<file path="src/rtl/lcd_pkg.sv">
// lcd_pkg: definitions shared by the LCD display blocks.
//   state_t        - marquee controller state (IDLE / RUN / DONE)
//   FILL_SPACE     - ASCII space, the default fill character
//   DIR_RIGHT/LEFT - values of the marquee `dir` input
//   MODE_ROTATE/SHIFTOUT - values of the marquee `mode` input
package lcd_pkg;

    typedef enum logic [1:0] {
        ST_IDLE = 2'd0,
        ST_RUN  = 2'd1,
        ST_DONE = 2'd2
    } state_t;

    localparam logic [7:0] FILL_SPACE    = 8'h20;

    localparam logic       DIR_RIGHT     = 1'b0;
    localparam logic       DIR_LEFT      = 1'b1;

    localparam logic       MODE_ROTATE   = 1'b0;
    localparam logic       MODE_SHIFTOUT = 1'b1;

endpackage

</file>
<file path="src/rtl/tick_div.sv">
// tick_div: prescaler that produces one tick every DIV enabled cycles.
//   clk  - clock (rising edge)
//   rst  - asynchronous active-high reset, count -> 0
//   clr  - synchronous clear, count -> 0; suppresses tick in that cycle
//   en   - count only while high
//   tick - high in the cycle whose rising edge ends an enabled count of DIV
module tick_div #(
    parameter int DIV = 1
) (
    input  logic clk,
    input  logic rst,
    input  logic clr,
    input  logic en,
    output logic tick
);

    localparam int CW = (DIV > 1) ? $clog2(DIV) : 1;

    logic [CW-1:0] cnt;
    logic          at_end;

    assign at_end = (cnt == CW'(DIV - 1));
    // A clear request always wins, so callers can cancel a due tick.
    assign tick   = en && !clr && at_end;

    // NOTE: sequential state is assigned with <= so every register samples
    // pre-edge values and the block order never changes the result.
    always_ff @(posedge clk or posedge rst) begin
        if (rst) begin
            cnt <= '0;
        end else if (clr) begin
            cnt <= '0;
        end else if (en) begin
            cnt <= at_end ? '0 : cnt + CW'(1);
        end
    end

endmodule

</file>
<file path="src/rtl/lcd_marquee.sv">
// lcd_marquee: scrolls a CHARS-character text register left or right.
//   clk, rst          - clock / asynchronous active-high reset
//   load, load_data   - replace the text (MSB character = leftmost), pos -> 0
//   start, stop       - begin / halt scrolling (stop wins)
//   dir               - 0 right, 1 left; sampled at each shift
//   mode              - 0 rotate forever, 1 shift FILL in and end after CHARS steps
//   out               - current text (registered)
//   pos               - steps since last load, modulo CHARS
//   busy              - high while running
//   step, wrap        - one-cycle pulses on each shift / on pos returning to 0
module lcd_marquee
    import lcd_pkg::*;
#(
    parameter int                CHARS  = 16,
    parameter int                CHAR_W = 8,
    parameter int                DIV    = 1,
    parameter logic [CHAR_W-1:0] FILL   = FILL_SPACE
) (
    input  logic                                     clk,
    input  logic                                     rst,
    input  logic                                     load,
    input  logic [CHARS*CHAR_W-1:0]                  load_data,
    input  logic                                     start,
    input  logic                                     stop,
    input  logic                                     dir,
    input  logic                                     mode,
    output logic [CHARS*CHAR_W-1:0]                  out,
    output logic [((CHARS > 1) ? $clog2(CHARS) : 1)-1:0] pos,
    output logic                                     busy,
    output logic                                     step,
    output logic                                     wrap
);

    localparam int W  = CHARS * CHAR_W;
    localparam int PW = (CHARS > 1) ? $clog2(CHARS) : 1;

    state_t          state;
    logic            idle_start;
    logic            div_clr;
    logic            div_en;
    logic            shift;
    logic            last;
    logic [W-1:0]    fill_w;
    logic [W-1:0]    next_out;

    assign idle_start = (state == ST_IDLE) && start && !stop;
    // Clearing on stop and load also cancels a shift due in the same cycle.
    assign div_clr    = load || stop || idle_start;
    assign div_en     = (state == ST_RUN);
    assign last       = (pos == PW'(CHARS - 1));
    assign fill_w     = W'(FILL);
    assign busy       = (state == ST_RUN);

    tick_div #(
        .DIV (DIV)
    ) u_div (
        .clk  (clk),
        .rst  (rst),
        .clr  (div_clr),
        .en   (div_en),
        .tick (shift)
    );

    // Shifts are written with whole-vector shifts so CHARS = 1 needs no
    // special case: the wrapped character is either the old one or FILL.
    // NOTE: next_out is given its value on every path so no latch is inferred.
    always_comb begin
        next_out = out;
        if (dir == DIR_LEFT) begin
            next_out = (out << CHAR_W)
                     | ((mode == MODE_SHIFTOUT) ? fill_w : (out >> (W - CHAR_W)));
        end else begin
            next_out = (out >> CHAR_W)
                     | (((mode == MODE_SHIFTOUT) ? fill_w : out) << (W - CHAR_W));
        end
    end

    always_ff @(posedge clk or posedge rst) begin
        if (rst) begin
            state <= ST_IDLE;
            out   <= {CHARS{FILL}};
            pos   <= '0;
            step  <= 1'b0;
            wrap  <= 1'b0;
        end else begin
            step <= 1'b0;
            wrap <= 1'b0;

            if (load) begin
                out <= load_data;
                pos <= '0;
            end else if (shift) begin
                out  <= next_out;
                pos  <= last ? '0 : pos + PW'(1);
                step <= 1'b1;
                wrap <= last;
            end

            case (state)
                ST_IDLE: if (idle_start) state <= ST_RUN;
                ST_RUN: begin
                    if (stop) begin
                        state <= ST_IDLE;
                    end else if (shift && last && (mode == MODE_SHIFTOUT)) begin
                        state <= ST_DONE;
                    end
                end
                ST_DONE: if (load) state <= ST_IDLE;
                default: state <= ST_IDLE;
            endcase
        end
    end

endmodule
</file>
<file path="config.mk">
export PLATFORM = sky130hd
export DESIGN_NAME = lcd_marquee
export DESIGN_NICKNAME = d
export VERILOG_FILES = /design/src/rtl/lcd_pkg.sv /design/src/rtl/tick_div.sv /design/src/rtl/lcd_marquee.sv
export SDC_FILE = /design/constraint.sdc
export NUM_CORES = 1
export LEC_CHECK = 0
export ABC_CLOCK_PERIOD_IN_PS = 6100
export CAP_MARGIN = 20
export CORE_ASPECT_RATIO = 2
export CORE_MARGIN = 4
export CORE_UTILIZATION = 46
export CTS_BUF_LIST = sky130_fd_sc_hd__clkbuf_8
export DETAILED_ROUTE_END_ITERATION = 7
export PLACE_DENSITY_LB_ADDON = 0.08
export SLEW_MARGIN = 15
export SYNTH_ARGS = -nofsm -noshare
export SYNTH_HDL_FRONTEND = slang
export SYNTH_SLANG_ARGS = --single-unit
</file>
<file path="constraint.sdc">
create_clock -name clk -period 6.1 [get_ports clk]
set_input_delay 1.83 -clock clk [delete_from_list [all_inputs] [get_ports clk]]
set_output_delay 1.83 -clock clk [all_outputs]
set_load 0.01 [all_outputs]
</file>
==> flow_metrics.env <==
export IMPL_ctsLongestPathBuffers=2
export IMPL_syn_area_mm2=0.007048
export IMPL_drt_wl_total_mm=25.32
export IMPL_criticalPathCategory="in -> reg"
export IMPL_cts_resized=0
export IMPL_status="completed"
export IMPL_crit_buf_inv=2
export IMPL_detailed_place_area_mm2=0.009713
export IMPL_leakage_uw=0.004302
export IMPL_area_growth_syn_to_layout_pct=44.51
export IMPL_drive_gt1_share_pct=7.543
export IMPL_synth_nets=764
export IMPL_final_util_pct=68.36
export IMPL_start_util_pct=47.31
export IMPL_dp_hpwl_mm=17.61
export IMPL_gp_congestion=0.8926
export IMPL_syn_inst=628
export IMPL_cp_required_ns=6.41
export IMPL_layout_common_cells="clkdlybuf4s50_1, a221o_1, dfrtp_1"
export IMPL_die_height_um=183.1
export IMPL_finalInstanceArea_mm2=0.01018
export IMPL_cp_cell_sequence="buf_4, or4b_4, buf_4, nor2_1, a221o_1"
export IMPL_portBuffers=269
export IMPL_clk_latency_ns=0.43
export IMPL_cts_max_level=4
export IMPL_drt_iter0_drc=506
export IMPL_via_per_inst=6.088
export IMPL_period_share_pct=65.17
export IMPL_grt_pass1_wl_mm=38.16
export IMPL_critPathMaxStageDelay_ns=0.93
export IMPL_fmax_mhz=251.5
export IMPL_design_core_area_mm2=0.01490
export IMPL_tightest_slew_ns=0.9938
export IMPL_yosysUniqueCellTypes=30
export IMPL_antenna_found_initial=5
export IMPL_synth_area_per_cell_um2=11.22
export IMPL_period_minus_slack_ns=3.976
export IMPL_setup_tns_final_ns=0
export IMPL_dieArea_mm2=0.01749
export IMPL_cts_tree="yes"
export IMPL_first_pass_iters=5
export IMPL_finalHoldViolations=0
export IMPL_grt_max_degree=105
export IMPL_clk_pin_slew_ns=0.08
export IMPL_cts_buffers=17
export IMPL_critPathLaunchType="input port"
export IMPL_clock_skew_ns=0.01553
export IMPL_grt_pass1_vias=6812
export IMPL_rsz0062_at_grt="false"
export IMPL_num_fill_cells=1128
export IMPL_globalRoute_totalOverflow=0
export IMPL_cap_viol_max_count=0
export IMPL_power_uw=2580
export IMPL_io_pins=270
export IMPL_num_vias=6545
export IMPL_rows=63
export IMPL_detail_route_antenna_nets=0
export IMPL_multiInputGateArea_mm2=0.003289
export IMPL_grtUsageTotal_pct=28.76
export IMPL_slew_viol_final=0
export IMPL_crit_top_cell="buf_4"
export IMPL_cpLargestDelayFamily="buffers and inverters"
export IMPL_power_per_cell_area_mw_per_mm2=253.3
export IMPL_crit_slowest_cell="or4b_4"
export IMPL_relSlewSlack_pct=33.75
export IMPL_nets=998
export IMPL_ctsHoldBuffers=0
export IMPL_route_detailed_drc=0
export IMPL_post_cts_setup_buffers=0
export IMPL_cp_arrival_ns=4.29
export IMPL_yosysSeqAreaShare_pct=48.57
export IMPL_root_buffer="clkbuf_8"
export IMPL_chipWidth_um=95.53
export IMPL_final_common_cell="clkdlybuf4s50_1"
export IMPL_holdCritPathClass="reg -> reg"
export IMPL_cts_num_sinks=136
export IMPL_routedWlPerCell_um=23.56
export IMPL_endpoint_kind="flip-flop"
export IMPL_setup_violations=0
export IMPL_crit_fanout=93
export IMPL_synth_seq_cells=136
export IMPL_yosysWarnings=0
export IMPL_regArea_mm2=0.003423
export IMPL_vdd_drop_max_v=0.0002100
==> cells in the mapped netlist, drive strengths merged <==
| library cell | n | area share, % |
|---|---|---|
| a2111oi | 1 | 0.12 |
| a211o | 1 | 0.12 |
| a211oi | 1 | 0.11 |
| a21oi | 17 | 1.2 |
| a221o | 128 | 18 |
| a32o | 1 | 0.14 |
| buf | 31 | 3.1 |
| clkbuf | 30 | 1.6 |
| dfrtp | 120 | 43 |
| dfstp | 16 | 6.0 |
| ha | 1 | 0.18 |
| inv | 4 | 0.21 |
| mux2i | 112 | 16 |
| nand2 | 11 | 0.59 |
| nand2b | 7 | 0.62 |
| nand3 | 2 | 0.14 |
| nand3b | 7 | 0.75 |
| nand4 | 1 | 0.089 |
| nor2 | 120 | 6.4 |
| nor2b | 2 | 0.18 |
| nor3 | 2 | 0.14 |
| nor3b | 1 | 0.18 |
| o31ai | 1 | 0.11 |
| o32ai | 1 | 0.12 |
| or3b | 8 | 0.99 |
| or4 | 1 | 0.11 |
| or4b | 1 | 0.14 |
==> per-stage QoR <==
stage          instances  worst slack (ns)  hold slack (ns)
2_1_floorplan        628            0.6570           0.4993
3_3_place_gp        1037             1.766           0.5287
3_5_place_dp        1037             1.709           0.5548
4_1_cts             1069             2.184           0.5730
5_1_grt             1075             1.991           0.5964
6_report            1075             2.124           0.5739
==> path summary, 6_finish.rpt <==
| kind | startpoint | to | slack [ns] | depth (start not counted) |
|---|---|---|---|---|
| worst max-delay path | load | out[110]$_DFFE_PP0P_ | 2.12 | 5 |
| worst min-delay path | out[66]$_DFFE_PP0P_ | out[66]$_DFFE_PP0P_ | 0.57 | 1 |
| worst max register to register | state[0]$_DFFE_PP0P_ | out[110]$_DFFE_PP0P_ | 3.67 | 4 |
| worst min register to register | out[66]$_DFFE_PP0P_ | out[66]$_DFFE_PP0P_ | 0.57 | 1 |
| max in group asynchronous | rst | out[13]$_DFFE_PP1P_ | 3.02 | 3 |
| min in group asynchronous | rst | out[44]$_DFFE_PP0P_ | 1.97 | 2 |
==> layer usage <==
metal	wire length [um]	track usage, %	vias to the layer above
li1	-	-	2884
met1	9199	34.61	3218
met2	12610	46.24	368
met3	1720	4.680	75
met4	1793	19.56	0
met5	0	0	-
==> layout make-up <==
cell class / count / area share, %
Sequential cell: 136 / 33.61
Inverter: 4 / 0.1966
Antenna cell: 5 / 0.1228
Clock inverter: 14 / 1.806
Clock buffer: 18 / 2.432
Multi-Input combinational cell: 427 / 32.30
Tap cell: 195 / 2.396
Timing Repair Buffer: 276 / 27.14
==> where the power goes <==
part           total (uW)  leakage [uW]  internal [uW]  switching, uW
registers            1150       0.00164           1000            143
logic                 626       0.00243            370            256
clock network         808      0.000226            453            354
total                2580       0.00430           1830            753
==> worst reg2reg max path: cells and delay by family (launching register included) <==
kind,cells,cell delay (ns)
DFF,1,0.44
buffers and inverters,1,0.57
AOI/OAI and AO/OA,1,0.29
and+or+nand+nor,2,1.02
==> cell families after synthesis <==
| kind of cell | count (synthesis) | share of synthesized area (%) |
|---|---|---|
| and+or+nand+nor | 163 | 10.31 |
| AOI/OAI and AO/OA | 151 | 20.11 |
| DFF | 136 | 48.57 |
| muxes | 112 | 15.91 |
| buffers and inverters | 65 | 4.917 |
| adders and majority gates | 1 | 0.1775 |
==> sequential cells by signal, summed over array words and instances (netlist names) <==
signal / cells
state: 2
out: 128
step: 1
pos: 4
wrap: 1
(Power assumes the default switching activity.)
